===== src/rtl/aes_inv_key_sched_128.sv =====
// AES-128 key schedule for the decryption datapath: expands the cipher key forward to round 10,
// then streams round keys 10..0 over valid/ready, regenerating each from its successor.

module aes_sbox (
  input  logic [7:0] i_a,
  output logic [7:0] o_s
);

  function automatic logic [7:0] gf_mul(input logic [7:0] a, input logic [7:0] b);
    logic [7:0] p;
    logic [7:0] aa;
    p  = 8'h00;
    aa = a;
    for (int i = 0; i < 8; i++) begin
      if (b[i]) p = p ^ aa;
      aa = {aa[6:0], 1'b0} ^ (aa[7] ? 8'h1b : 8'h00);
    end
    return p;
  endfunction

  // Multiplicative inverse as a^254 (maps 0 to 0 as required)
  logic [7:0] w_x2, w_x3, w_x6, w_x12, w_x15, w_x30, w_x60, w_x120, w_x240, w_x252, w_inv;

  assign w_x2   = gf_mul(i_a, i_a);
  assign w_x3   = gf_mul(w_x2, i_a);
  assign w_x6   = gf_mul(w_x3, w_x3);
  assign w_x12  = gf_mul(w_x6, w_x6);
  assign w_x15  = gf_mul(w_x12, w_x3);
  assign w_x30  = gf_mul(w_x15, w_x15);
  assign w_x60  = gf_mul(w_x30, w_x30);
  assign w_x120 = gf_mul(w_x60, w_x60);
  assign w_x240 = gf_mul(w_x120, w_x120);
  assign w_x252 = gf_mul(w_x240, w_x12);
  assign w_inv  = gf_mul(w_x252, w_x2);

  assign o_s = w_inv ^ {w_inv[6:0], w_inv[7]} ^ {w_inv[5:0], w_inv[7:6]}
             ^ {w_inv[4:0], w_inv[7:5]} ^ {w_inv[3:0], w_inv[7:4]} ^ 8'h63;

endmodule

module aes_inv_key_sched_128 #(
  parameter int unsigned NR = 10
) (
  input  logic         clk,
  input  logic         rst,
  input  logic [127:0] key_in,
  input  logic         key_load,
  output logic         busy,
  output logic [127:0] rk_out,
  output logic [3:0]   rk_round,
  output logic         rk_valid,
  input  logic         rk_ready,
  output logic         rk_last
);

  if (NR != 10) begin : g_nr_check
    $error("aes_inv_key_sched_128 supports NR == 10 only");
  end

  localparam logic [3:0] LastRound = 4'(NR);

  typedef enum logic [1:0] {StIdle, StFwd, StOut} state_e;

  state_e       r_state, w_state_d;
  logic [127:0] r_rk, w_rk_d;
  logic [3:0]   r_round, w_round_d;
  logic [7:0]   r_rcon, w_rcon_d;

  logic [31:0]  w_a0, w_a1, w_a2, w_a3;
  logic [31:0]  w_p1, w_p2, w_p3;
  logic [31:0]  w_sb_in, w_rot, w_sub, w_t;
  logic [31:0]  w_n0, w_n1, w_n2, w_n3;
  logic [7:0]   w_xtime, w_inv_xtime;

  assign {w_a0, w_a1, w_a2, w_a3} = r_rk;

  assign w_p3 = w_a3 ^ w_a2;
  assign w_p2 = w_a2 ^ w_a1;
  assign w_p1 = w_a1 ^ w_a0;

  // The four S-boxes serve w3 going forward and p3 coming back
  assign w_sb_in = (r_state == StOut) ? w_p3 : w_a3;
  assign w_rot   = {w_sb_in[23:0], w_sb_in[31:24]};

  for (genvar i = 0; i < 4; i++) begin : g_sbox
    aes_sbox u_sbox (
      .i_a (w_rot[8*i +: 8]),
      .o_s (w_sub[8*i +: 8])
    );
  end

  assign w_t  = w_sub ^ {r_rcon, 24'h000000};
  assign w_n0 = w_a0 ^ w_t;
  assign w_n1 = w_a1 ^ w_n0;
  assign w_n2 = w_a2 ^ w_n1;
  assign w_n3 = w_a3 ^ w_n2;

  assign w_xtime     = {r_rcon[6:0], 1'b0} ^ (r_rcon[7] ? 8'h1b : 8'h00);
  assign w_inv_xtime = r_rcon[0] ? (((r_rcon ^ 8'h1b) >> 1) | 8'h80) : (r_rcon >> 1);

  always_comb begin
    w_state_d = r_state;
    w_rk_d    = r_rk;
    w_round_d = r_round;
    w_rcon_d  = r_rcon;
    unique case (r_state)
      StIdle: begin
        if (key_load) begin
          w_state_d = StFwd;
          w_rk_d    = key_in;
          w_round_d = 4'd0;
          w_rcon_d  = 8'h01;
        end
      end
      StFwd: begin
        w_rk_d    = {w_n0, w_n1, w_n2, w_n3};
        w_round_d = r_round + 4'd1;
        // rcon stays at the round-10 value so the reverse walk starts from it
        if (r_round == LastRound - 4'd1) begin
          w_state_d = StOut;
        end else begin
          w_rcon_d = w_xtime;
        end
      end
      StOut: begin
        if (rk_ready) begin
          if (r_round == 4'd0) begin
            w_state_d = StIdle;
          end else begin
            w_rk_d    = {w_a0 ^ w_t, w_p1, w_p2, w_p3};
            w_round_d = r_round - 4'd1;
            w_rcon_d  = w_inv_xtime;
          end
        end
      end
      default: w_state_d = StIdle;
    endcase
  end

  always_ff @(posedge clk) begin
    if (rst) begin
      r_state <= StIdle;
      r_rk    <= '0;
      r_round <= 4'd0;
      r_rcon  <= 8'h01;
    end else begin
      r_state <= w_state_d;
      r_rk    <= w_rk_d;
      r_round <= w_round_d;
      r_rcon  <= w_rcon_d;
    end
  end

  assign busy     = (r_state != StIdle);
  assign rk_valid = (r_state == StOut);
  assign rk_last  = (r_state == StOut) && (r_round == 4'd0);
  assign rk_out   = r_rk;
  assign rk_round = r_round;

endmodule


===== config.mk =====
export PLATFORM = sky130hd
export DESIGN_NAME = aes_inv_key_sched_128
export DESIGN_NICKNAME = d
export VERILOG_FILES = /design/src/rtl/aes_inv_key_sched_128.sv
export SDC_FILE = /design/constraint.sdc
export NUM_CORES = 2
export LEC_CHECK = 0
export CORE_UTILIZATION = 60
export CTS_CLUSTER_DIAMETER = 40
export DETAILED_ROUTE_END_ITERATION = 10
export PLACE_DENSITY_LB_ADDON = 0.2
export SLEW_MARGIN = 15
export SYNTH_ARGS = -nofsm -noshare
export SYNTH_HDL_FRONTEND = slang
export SYNTH_HIERARCHICAL = 1
export SYNTH_SLANG_ARGS = --single-unit

===== constraint.sdc =====
create_clock -name clk -period 22.3 [get_ports clk]
set_input_delay 5.575 -clock clk [delete_from_list [all_inputs] [get_ports clk]]
set_output_delay 5.575 -clock clk [all_outputs]
set_load 0.005 [all_outputs]

==> impl_metrics.toml <==
[floorplan]
die_h_um = 301
boundaryPins = 267
initial_core_util_pct = 60.6
die_x_um = 301
dieArea_um2 = 90600
num_rows = 109
core-area_um2 = 88500

[global_routing]
grt_first_pass_wirelength_um = 257000
grt_max_degree = 82
first_global_vias = 46700
grt.overflow.total = 0
grt_usage_pct = 34.8
antenna_found_initial = 5

[cts]
cts_max_path_buffers = 2
clkSinkCount = 142
clk_pin_slew_ns = 0.07
root_buffer = "clkbuf_16"
cts_tree = "yes"
clkLatencyLatePin_ns = 0.52
cts_max_level = 4
numCtsBuffers = 17

[hold_path]
hold_class = "flop to flop"
hp-start = "rk_out[80]"
worstHoldPathCells = 2

[setup_path]
startpoint = "r_state[0]"
arrival_ns = 21.55
crit_type = "flop to flop"
cp_max_fo = 21
cp-end-kind = "flop"
cp_slowest_cell = "xnor2_1"
reg2reg_depth = 70
reg2reg_slack_ns = 1.11
cp.required_ns = 22.66
cp_common_cell = "xnor2_1"
startpoint_type = "flop"
r2r-start = "r_state[0]"
cp_slowest_stage_delay_ns = 0.83

[sta]
worstMarginPinSlew_ns = 1.16
fin_worst_skew_ns = 0.0180
drv_slew = 0
hold_viol_final = 0
period_minus_slack_ns = 21.19
setup_viol = 0
slew_headroom_pct = 21.4
fin_crit_sh_pct = 95.0
fmax_mhz = 47.2

[yosys]
synth.avg_cell_area_um2 = 7.96
synth_compound_area_share_pct = 18.4
synthAdderAreaFrac_pct = 0.839
ys_seq_area_share_pct = 5.30
synthArstFlopShare_pct = 0
syn_nets = 6908
syn_inst = 6740
syn-cell-area_um2 = 53700
yosysUniqueCellTypes = 102
ys_ff_latch = 142
synth-main-ff-cell = "dfxtp_1"
synth_top_family_by_area = "XOR/XNOR gates"
synth_simple_gate_area_share_pct = 19.7
synth_edf_count = 0
muxShareOfSynthArea_pct = 3.66
synthXorXnorAreaFrac_pct = 47.7
yosys_warnings = 6

[detailed_routing]
post_drt_wl_per_cell_um = 20.3
vias = 50300
dr.pass1.iters = 11
drc = 88
postRouteAntennaNets = 0
drt_iter0_drc = 4593
drt_wl_total_um = 163000
viasPerCell = 6.25

[place]
port_buffers = 266
dpl.hpwl_um = 122000
gp_congestion = 0.987

[layout]
drive_above_1_share_pct = 11.1
syn2layout_area_growth_pct = 10.4
layout.nets = 7040
postLayoutCoreUtil_pct = 66.9

[outcome]
status = "finished with violations"
violations = "DRC"

[job]
maxCapViolCount = 0
==> stage by stage <==
stage / hold slack (ns) / setup WS [ns] / instances / setup TNS (ns) / cell area (um2)
finish: 0.457 / 1.11 / 8051 / 0 / 59200
global route: 0.498 / -0.0645 / 8048 / -0.0667 / 59200
CTS: 0.460 / 0.628 / 8042 / 0 / 58800
detailed placement: 0.451 / 0.689 / 8012 / 0 / 58200
global placement: 0.442 / 0.997 / 8012 / 0 / 58200
floorplan: 0.499 / 2.74 / 6740 / 0 / 53700
==> final timing paths <==
check,endpoint
max,rk_out[12]
min,rk_out[80]
max reg2reg,rk_out[12]
min reg2reg,rk_out[80]
==> metal layers <==
layer / part of all wire (%) / global-route usage, % / vias to the layer above / wire [um]
li1: - / - / 23800 / -
met1: 43 / 48.2 / 24000 / 70200
met2: 45 / 54.6 / 2162 / 72800
met3: 9.4 / 6.32 / 280 / 15400
met4: 2.9 / 11.0 / 2 / 4720
met5: 0.0080 / 0 / - / 13
==> kinds of logic (layout without fill, tap and decap cells) <==
logic type | after synthesis | in the layout
adder cells (fa/ha/maj) | 36 | 36
XOR/XNOR | 2168 | 2168
multiplexers | 192 | 192
AO/OA/AOI/OAI | 1408 | 1408
AND/OR/NAND/NOR | 2256 | 2256
buffers and inverters | 538 | 681
other | 0 | 3
flip-flops | 142 | 142
==> cell type report <==
cell class	count	area [um2]
Multi-Input combinational cell	6060	49200
Timing Repair Buffer	537	4700
Inverter	114	429
Antenna cell	3	7.51
Fill cell	7535	29300
Tap cell	1165	1460
Clock inverter	10	211
Sequential cell	142	2840
Clock buffer	20	447
==> sequential cells by signal (all words and copies together), names as in the netlist <==
register / cells
r_rcon: 8
rk_out: 128
rk_round: 4
r_state: 2
==> synth_stat cells (26+ instances only) <==
master / n / share of area [%]
xnor2_1: 1224 / 20
nor2_1: 742 / 5.2
nand2_1: 626 / 4.4
xor2_1: 428 / 7.0
a21oi_1: 370 / 3.5
xnor3_1: 244 / 10
clkbuf_1: 225 / 1.6
o21ai_0: 214 / 2.0
nor3_1: 196 / 1.8
mux2i_1: 156 / 2.9
dfxtp_1: 142 / 5.3
nand3_1: 125 / 1.2
buf_2: 116 / 1.1
a211oi_1: 98 / 1.4
xnor2_2: 96 / 2.9
inv_1: 93 / 0.65
nor4_1: 80 / 0.93
o22ai_1: 71 / 0.83
xor3_1: 68 / 3.0
nand2b_1: 64 / 0.75
and3_1: 63 / 0.73
o211ai_1: 60 / 0.84
nor2b_1: 58 / 0.68
a31oi_1: 54 / 0.63
or3_1: 54 / 0.63
a22oi_1: 53 / 0.74
a21o_1: 46 / 0.64
buf_4: 46 / 0.64
and2_1: 44 / 0.51
a211o_1: 40 / 0.65
o21ai_1: 40 / 0.37
ha_1: 36 / 0.84
xor2_2: 36 / 1.1
a32o_1: 32 / 0.60
xnor2_4: 32 / 1.6
buf_1: 31 / 0.22
a2bb2oi_1: 29 / 0.47
mux2_2: 28 / 0.59
xnor3_2: 28 / 1.2
nand3b_1: 26 / 0.36
==> timing repair <==
action                     4_1_cts  5_1_grt
setup endpoints to repair        0      122
setup buffers                    0        6
gates resized for setup          0       55
hold buffers                     0        0
==> worst max-delay path, delay by kind of cell, from the launching register on <==
family	cells	cell delay, ns
XOR/XNOR	41	14.17
adder cells (fa/ha/maj)	4	1.74
AO/OA/AOI/OAI	7	1.60
AND/OR/NAND/NOR	12	1.58
buffers and inverters	6	1.56
flip-flops	1	0.35
==> cells in the final DEF (no fill, tap or decap), types with 91 or more instances in the layout <==
cell,count
a211oi_1,94
a21oi_1,369
buf_4,271
clkdlybuf4s50_1,265
dfxtp_1,142
inv_1,91
mux2i_1,156
nand2_1,624
nand3_1,125
nor2_1,742
nor3_1,196
o21ai_0,213
xnor2_1,1164
xnor2_2,149
xnor3_1,240
xor2_1,423
Power is left out: the tool's default activity adds up to more than one toggle a clock period on the data nets, which glitch-free logic cannot reach.
